<file path="config.mk">
export PLATFORM = sky130hd
export DESIGN_NAME = uart_tx_arbiter
export DESIGN_NICKNAME = d
export VERILOG_FILES = /design/src/rtl/uart_pkg.sv /design/src/rtl/uart_rr_picker.sv /design/src/rtl/uart_tx_arbiter.sv
export SDC_FILE = /design/constraint.sdc
export NUM_CORES = 1
export LEC_CHECK = 0
export ABC_AREA = 0
export CORE_MARGIN = 10
export CORE_UTILIZATION = 40
export CTS_CLUSTER_SIZE = 40
export DETAILED_ROUTE_END_ITERATION = 16
export PLACE_DENSITY = 0.86
export REMOVE_ABC_BUFFERS = 1
export SLEW_MARGIN = 20
export SYNTH_ARGS = -nofsm -noshare
export SYNTH_HDL_FRONTEND = slang
export SYNTH_SLANG_ARGS = --single-unit
</file>
<file path="constraint.sdc">
create_clock -name clk -period 4.29 [get_ports clk]
set_input_delay 0.858 -clock clk [delete_from_list [all_inputs] [get_ports clk]]
set_output_delay 0.858 -clock clk [all_outputs]
set_load 0.005 [all_outputs]
</file>
<file path="src/rtl/uart_pkg.sv">
// Shared UART types and helpers, used by uart_rx, uart_tx and uart_tx_arbiter.
//   arb_state_t : arbiter FSM states
//   num_words() : number of UART words packed into one transfer of w_out bits
package uart_pkg;

   typedef enum logic [1:0] {
      IDLE,
      GRANT,
      SEND,
      GAP
   } arb_state_t;

   function automatic int unsigned num_words(input int unsigned w_out,
                                             input int unsigned bits_per_word);
      return w_out / bits_per_word;
   endfunction

endpackage

</file>
<file path="src/rtl/uart_rr_picker.sv">
// Combinational winner selection for uart_tx_arbiter.
// Default: round robin, search starts at (ptr + 1) mod N_REQ so the last-served requester
// has the lowest priority. With UART_ARB_FIXED_PRIO_EN defined, the lowest index with req set
// always wins and ptr is ignored.
// Ports:
//   req    in   N_REQ          request vector
//   ptr    in   $clog2(N_REQ)  index of last-served requester
//   winner out  $clog2(N_REQ)  selected index (0 when no request)
//   any    out  1              at least one request present
module uart_rr_picker
   import uart_pkg::*;
#(
   parameter int unsigned N_REQ = 4,
   localparam int unsigned IW = $clog2(N_REQ)
) (
   input  logic [N_REQ-1:0] req,
   input  logic [IW-1:0]    ptr,
   output logic [IW-1:0]    winner,
   output logic             any
);

`ifdef UART_ARB_FIXED_PRIO_EN
   logic unused_ptr;
   assign unused_ptr = ^ptr;

   always_comb begin
      any    = |req;
      winner = '0;
      // Walk downwards so the lowest set index is written last.
      for (int i = int'(N_REQ) - 1; i >= 0; i--) begin
         if (req[i]) winner = IW'(i);
      end
   end
`else
   always_comb begin
      logic        found;
      int unsigned idx;
      any    = |req;
      winner = '0;
      found  = 1'b0;
      idx    = 0;
      for (int unsigned k = 1; k <= N_REQ; k++) begin
         idx = (32'(ptr) + k) % N_REQ;
         if (!found && req[idx]) begin
            winner = IW'(idx);
            found  = 1'b1;
         end
      end
   end
`endif

endmodule

</file>
<file path="src/rtl/uart_tx_arbiter.sv">
// Shares one uart_tx serializer between N_REQ requesters. One winner is granted, its word is
// latched and presented downstream, then GAP_CLOCKS idle cycles are enforced.
// FSM: IDLE -> GRANT -> SEND -> (GAP) -> IDLE.
// Build option: UART_ARB_FIXED_PRIO_EN selects fixed lowest-index priority (in uart_rr_picker).
// Ports:
//   clk, rstn  clock, asynchronous active-low reset
//   s_valid    per-requester word valid
//   s_data     per-requester word (uart_tx s_data packing)
//   s_ready    one-cycle accept pulse to the granted requester
//   m_valid    word valid to uart_tx
//   m_data     latched word to uart_tx
//   m_ready    uart_tx ready
//   grant_id   index of current/last winner
//   busy       high whenever the FSM is not IDLE
module uart_tx_arbiter
   import uart_pkg::*;
#(
   parameter int unsigned N_REQ         = 4,
   parameter int unsigned BITS_PER_WORD = 8,
   parameter int unsigned W_OUT         = 16,
   parameter int unsigned GAP_CLOCKS    = 0,
   localparam int unsigned IW = $clog2(N_REQ)
) (
   input  logic                        clk,
   input  logic                        rstn,
   input  logic [N_REQ-1:0]            s_valid,
   input  logic [N_REQ-1:0][W_OUT-1:0] s_data,
   output logic [N_REQ-1:0]            s_ready,
   output logic                        m_valid,
   output logic [W_OUT-1:0]            m_data,
   input  logic                        m_ready,
   output logic [IW-1:0]               grant_id,
   output logic                        busy
);

   localparam int unsigned NumWords = num_words(W_OUT, BITS_PER_WORD);
   localparam int unsigned GW       = (GAP_CLOCKS > 1) ? $clog2(GAP_CLOCKS) : 1;
   localparam int unsigned GapLast  = (GAP_CLOCKS > 0) ? GAP_CLOCKS - 1 : 0;

   if (N_REQ < 2) begin : g_bad_nreq
      $error("uart_tx_arbiter: N_REQ must be at least 2");
   end
   if (NumWords * BITS_PER_WORD != W_OUT) begin : g_bad_width
      $error("uart_tx_arbiter: W_OUT must be a multiple of BITS_PER_WORD");
   end

   arb_state_t    state_q;
   logic [IW-1:0] rr_ptr_q;
   logic [GW-1:0] gap_cnt_q;
   logic [IW-1:0] pick_id;
   logic          pick_any;

   uart_rr_picker #(
      .N_REQ (N_REQ)
   ) u_picker (
      .req    (s_valid),
      .ptr    (rr_ptr_q),
      .winner (pick_id),
      .any    (pick_any)
   );

   assign busy = (state_q != IDLE);

   always_ff @(posedge clk or negedge rstn) begin
      if (!rstn) begin
         state_q   <= IDLE;
         s_ready   <= '0;
         m_valid   <= 1'b0;
         m_data    <= '0;
         grant_id  <= '0;
         // Pointing at the last requester makes requester 0 the first winner.
         rr_ptr_q  <= IW'(N_REQ - 1);
         gap_cnt_q <= '0;
      end else begin
         s_ready <= '0;
         case (state_q)
            IDLE: begin
               if (pick_any) begin
                  grant_id <= pick_id;
                  s_ready  <= N_REQ'(1) << pick_id;
                  state_q  <= GRANT;
               end
            end
            GRANT: begin
               // A requester that dropped s_valid here forfeits its turn; pointer untouched.
               if (s_valid[grant_id]) begin
                  m_data  <= s_data[grant_id];
                  m_valid <= 1'b1;
                  state_q <= SEND;
               end else begin
                  state_q <= IDLE;
               end
            end
            SEND: begin
               if (m_ready) begin
                  m_valid  <= 1'b0;
                  rr_ptr_q <= grant_id;
                  if (GAP_CLOCKS > 0) begin
                     gap_cnt_q <= '0;
                     state_q   <= GAP;
                  end else begin
                     state_q <= IDLE;
                  end
               end
            end
            GAP: begin
               if (gap_cnt_q == GW'(GapLast)) begin
                  state_q <= IDLE;
               end else begin
                  gap_cnt_q <= gap_cnt_q + 1'b1;
               end
            end
            default: state_q <= IDLE;
         endcase
      end
   end

endmodule

</file>
==> impl_metrics.toml, run 1 <==
[run_status]
status = "finished, final reports clean"

[min_path]
worstHoldEndpoint = "m_valid"
hp-start = "m_valid"
hold_path_depth = 1
hold_class = "flip-flop to flip-flop"

[final_layout]
antennaDiodeCount = 0
final_common_cell = "clkdlybuf4s50_1"
fillers = 262
final_cell_mix = "clkdlybuf4s50_1, dfrtp_1, mux4_2, mux2_2, mux2_4"
fin_nets = 269
drive_above_1_share_pct = 19.8
area_delta_synth_final_pct = 66.1

[place]
numPortBuffers = 94
gp_congestion = 0.892
pre_cts_slack_ns = 1.43
place_hpwl_um = 4490

[worst_setup_path]
crit_required_ns = 3.43
slowest_stage = "dfrtp_1"
end_kind = "output port"
worstPathCellList = "clkdlybuf4s50_1"
worst_r2r_startpoint = "grant_id[0]"
path_buf_inv = 1
arrival_ns = 1.80
reg2reg_to = "m_data[13]"
reg2reg_depth = 6
cp_max_fo = 19
path_class = "flip-flop to output port"
cp-start-kind = "flip-flop"
worst_path_largest_cell_delay_ns = 0.88
cp_top_family = "flip-flops"
r2r_slack_ns = 1.88

[job]
drv_cap = 0

[synth]
ys_types = 30
ys_warn_count = 0
synth_fa_ha_area_share_pct = 0
muxShareOfSynthArea_pct = 40.3
synth_compound_area_share_pct = 7.06
yosysSeqAreaShare_pct = 43.5
synth_top_family_by_area = "multiplexers"
syn_avg_cell_area_um2 = 15.4
yosysTopAreaCell = "dfrtp_1"
synth_top_area_share_pct = 40.1
synthTopCellsByArea = "dfrtp_1, mux4_2, mux4_1"
synth_cells = 101
synth_xor_xnor_area_share_pct = 0
synthSimpleGateAreaFrac_pct = 5.86
ys_seq_elements = 27
synthesis.area_um2 = 1560

[timing]
hold_viol_final = 0
max-slew-margin-rel_pct = 45.5
finalCriticalPeriod_ns = 2.66
worst_slew_pin_slew_ns = 0.818
fin_crit_sh_pct = 61.9
fin_ws_ns = 1.63
setup_viol = 0
maxSlewViolCount = 0
skew_ns = 0.00935
setup_tns_ns = 0
grt_setup_unrepaired = "false"
fmax_mhz = 376

[floorplan]
die_w_um = 82.4
io-pin-count = 95
rows = 22
dieArea_um2 = 6790
core-area_um2 = 3720
die_h_um = 82.4
initial_core_util_pct = 42.0

[cts]
cts.htree.levels = 1
tritoncts = "built"
cts_hold_buffers = 0
cts.sinks = 27
cts_buffers = 3
root_buffer = "clkbuf_8"
insertion_delay_ns = 0.27
cts_setup_buffers = 0
cts.clk_slew.worst_paths_ns = 0.09
clk_path_buf_depth = 2
cts_resized = 0

[grt]
gr-usage-all-layers_pct = 16.0
antenna_found_initial = 0
grt_max_degree = 27
grt_pass1_vias = 1391
grt_pass1_wl_um = 8250
grt_remaining_overflow = 0

[route]
drt_iter0_markers = 58
route.detailed.drc = 0
wl_met2_um = 2340
drt-vias-per-instance = 5.36
routedWlPerCell_um = 21.9
drt_pass1_iterations = 4
routed_wl_um = 5370
wl_met1_um = 2390
ant_nets = 0
met3_wirelength_um = 582
routed.top_layer = "met4"
num_vias = 1314

[pwr]
pwr-share-comb_pct = 56.1
switching_share_pct = 31.7
p_seq_share_pct = 34.2
power.density_nw_per_um2 = 567
p_switching_w = 0.000466
peakVddDrop_v = 0.000253
internal-power_w = 0.00100
leakage_nw = 1.05
p_clk_share_pct = 9.7
-- worst max path at each step --
stage / from / slack, ns / endpoint / depth (start not counted)
floorplan: grant_id[0] / 1.77 / m_data[10] / 3
global placement: s_valid[3] / 1.49 / m_data[11] / 6
detailed placement: s_valid[3] / 1.43 / m_data[13] / 6
CTS: grant_id[1] / 1.58 / grant_id[1] / 1
global route: grant_id[1] / 1.50 / grant_id[1] / 1
finish: grant_id[1] / 1.63 / grant_id[1] / 1
-- cell families after synthesis --
family,after synthesis
multiplexers,35
buffers and inverters,9
AND/OR/NAND/NOR,16
AO/OA/AOI/OAI,14
flip-flops,27
-- cells in the mapped netlist --
library cell	count
or4_4	1
nand2b_1	1
mux4_1	7
dfrtp_1	25
o41ai_4	1
or3b_1	1
o21ai_0	5
clkbuf_1	1
mux4_2	9
nand2_1	2
o211ai_1	1
o32a_1	1
or2_1	1
o21ai_1	1
a21oi_1	2
a31o_1	1
mux2_4	8
o221ai_1	1
dfstp_2	2
clkinv_1	1
mux2i_1	2
inv_2	1
nor2_1	4
nor2b_1	5
buf_6	2
a21o_1	1
buf_2	2
mux2_2	9
nand3_1	1
inv_1	2
-- metrics by stage --
| stage | power (W) | utilization [%] | area [um2] | hold WS [ns] | std cells |
|---|---|---|---|---|---|
| 2_1_floorplan | 0.000924 | - | 1520 | 0.474 | 96 |
| 3_3_place_gp | 0.00132 | 68.5 | 2550 | 0.483 | 241 |
| 3_5_place_dp | 0.00134 | 68.5 | 2550 | 0.489 | 241 |
| 4_1_cts | 0.00149 | 69.8 | 2590 | 0.515 | 245 |
| 5_1_grt | 0.00157 | 69.7 | 2590 | 0.534 | 245 |
| 6_report | 0.00147 | 69.7 | 2590 | 0.504 | 245 |
-- power groups by stage --
stage / clock network, W / registers [W] / logic [W]
2_1_floorplan: 0 / 0.000511 / 0.000413
3_3_place_gp: 0 / 0.000506 / 0.000810
3_5_place_dp: 0 / 0.000513 / 0.000829
4_1_cts: 0.000147 / 0.000507 / 0.000835
5_1_grt: 0.000161 / 0.000528 / 0.000885
6_report: 0.000142 / 0.000503 / 0.000823
-- state kept, by name, summed over array words and instances (netlist names) --
signal	cells
m_valid	1
s_ready	4
rr_ptr_q	2
m_data	16
state_q	2
grant_id	2
-- layout make-up --
type | instances | area [um2] | area share (%)
clock inverter | 1 | 7.51 | 0.290
inverter | 4 | 15.0 | 0.580
tap | 48 | 60.1 | 2.32
sequential | 27 | 678 | 26.2
timing repair buffer | 97 | 958 | 37.0
clock buffer | 3 | 41.3 | 1.59
multi-input combinational | 65 | 830 | 32.0
-- layer usage --
metal	track usage, %	up-vias
met5	0	-
met4	4.08	0
met3	4.64	4
met2	25.5	82
met1	20.9	636
li1	-	592
Power figures use the tool's default switching activity.
==> run 2: changes to the inputs <==
--- a/config.mk
+++ b/config.mk
@@ -7,10 +7,10 @@
 export LEC_CHECK = 0
 export ABC_AREA = 0
 export CORE_MARGIN = 10
-export CORE_UTILIZATION = 40
+export CORE_UTILIZATION = 34
 export CTS_CLUSTER_SIZE = 40
 export DETAILED_ROUTE_END_ITERATION = 16
-export PLACE_DENSITY = 0.86
+export PLACE_DENSITY = 0.77
 export REMOVE_ABC_BUFFERS = 1
 export SLEW_MARGIN = 20
 export SYNTH_ARGS = -nofsm -noshare
==> constraint.sdc (replaced) <==
create_clock -name clk -period 2.2 [get_ports clk]
set_input_delay 0.44 -clock clk [delete_from_list [all_inputs] [get_ports clk]]
set_output_delay 0.44 -clock clk [all_outputs]
set_load 0.005 [all_outputs]
==> impl_metrics.toml, run 2 (synthesis gave the netlist of run 1 again) <==
[run_status]
status = "finished, final reports clean"

[worst_setup_path]
cp-start-kind = "primary input"
cp_top_family = "buffers and inverters"
crit_end = "m_data[12]"
worst_path_largest_cell_delay_ns = 0.61
end_kind = "flip-flop"
worst_r2r_startpoint = "state_q[0]"
reg2reg_depth = 4
path_class = "primary input to flip-flop"
cp_max_fo = 7
slowest_stage = "o41ai_4"
crit_required_ns = 2.37
worstPathCellList = "clkdlybuf4s50_1, mux2i_1, o41ai_4, buf_12, mux2_2"
reg2reg_to = "m_data[12]"
cp.depth = 5
path_buf_inv = 2
cp-startpoint = "s_valid[0]"
arrival_ns = 2.18
r2r_slack_ns = 0.28

[cts]
cts_buffers = 3
cts.sinks = 27
cts.clk_slew.worst_paths_ns = 0.10
cts_resized = 0
clk_path_buf_depth = 2
cts.htree.levels = 1
cts_setup_buffers = 0
insertion_delay_ns = 0.27
root_buffer = "clkbuf_8"
cts_hold_buffers = 0
tritoncts = "built"

[route]
ant_nets = 0
route.detailed.drc = 0
drt_iter0_markers = 37
drt_pass1_iterations = 4
num_vias = 1345
routedWlPerCell_um = 19.7
drt-vias-per-instance = 5.23
routed_wl_um = 5070

[floorplan]
initial_core_util_pct = 35.6
io-pin-count = 95
rows = 24
die_h_um = 87.7
die_w_um = 87.7
dieArea_um2 = 7690
core-area_um2 = 4380

[final_layout]
antennaDiodeCount = 0
final_cell_mix = "clkdlybuf4s50_1, dfrtp_1, mux4_2, mux2_2, buf_4"
area_delta_synth_final_pct = 72.2
fin_nets = 277
drive_above_1_share_pct = 22.4
largest-register = "m_data"
reg_top3 = "m_data x16, s_ready x4"
final_cell_count_no_fill = 257
final_common_cell = "clkdlybuf4s50_1"
largest_register_ffs = 16

[timing]
maxSlewViolCount = 0
hold_viol_final = 0
grt_setup_unrepaired = "false"
setup_viol = 0
skew_ns = 0.00436
fmax_mhz = 497
fin_crit_sh_pct = 91.4
setup_tns_ns = 0
max-slew-margin-rel_pct = 51.2
finalCriticalPeriod_ns = 2.01
worst_slew_pin_slew_ns = 0.729

[grt]
grt_pass1_wl_um = 8030
use_met2_pct = 24.9
antenna_found_initial = 0
grt_remaining_overflow = 0
use_met3_pct = 4.46
grt_max_degree = 28
grtUsageMet1_pct = 13.0
grt-busiest-layer = "met2"
gr-usage-all-layers_pct = 13.0
grt_pass1_vias = 1574

[pwr]
power.density_nw_per_um2 = 1110
peakVddDrop_v = 0.000500
leakage_nw = 1.09
power_w = 0.00297

[place]
place_hpwl_um = 4350
dp_cells = 253
numPortBuffers = 94
gp_congestion = 0.735

[job]
drv_cap = 0

[min_path]
hold_class = "flip-flop to flip-flop"
run 2: worst reg2reg max path: cells and delay by family, from the launching register on:
family	cells	cell delay (ns)
compound gates	1	0.77
buf+inv	2	0.36
flops	1	0.35
mux	1	0.33
run 2: how the worst min path moves through the flow:
| stage | start | cells past startpoint | end | slack [ns] |
|---|---|---|---|---|
| 4_1_cts | m_data[4] | 1 | m_data[4] | 0.52 |
| 3_3_place_gp | m_valid | 1 | m_valid | 0.47 |
| 6_report | m_valid | 1 | m_valid | 0.51 |
| 5_1_grt | m_data[15] | 1 | m_data[15] | 0.54 |
| 3_5_place_dp | m_data[4] | 1 | m_data[4] | 0.49 |
| 2_1_floorplan | rstn | 0 | grant_id[0] | 0.14 |
run 2: final cells by class:
type	count	area, um2
fillers	335	1700
well taps	52	65.1
inverters	4	15.0
multi-input cells	65	830
flip-flops and latches	27	678
clock buffers	3	41.3
repair buffers	105	1050
clock inverters	1	7.51
run 2: power by group:
| part | leakage [nW] | switching [W] | internal, W | total (W) |
|---|---|---|---|---|
| Clock | 0.0217 | 0.000159 | 0.000129 | 0.000288 |
| Sequential | 0.322 | 0.000164 | 0.000749 | 0.000913 |
| Combinational | 0.747 | 0.000604 | 0.00117 | 0.00177 |
run 2: per-layer routing:
metal / vias to the layer above / share of wire (%)
li1: 606 / -
met1: 662 / 35
met2: 72 / 54
met3: 5 / 9.8
met4: 0 / 1.0
met5: - / 0
run 2: stage by stage:
step	instance area [um2]	utilization [%]	hold slack [ns]	setup slack (ns)
after global placement	2640	60.1	0.469	-0.0594
after global routing	2690	61.2	0.542	0.124
after floorplan	1520	-	0.144	-0.323
after detailed placement	2640	60.1	0.493	-0.142
after CTS	2690	61.2	0.522	0.168
final	2690	61.2	0.515	0.188
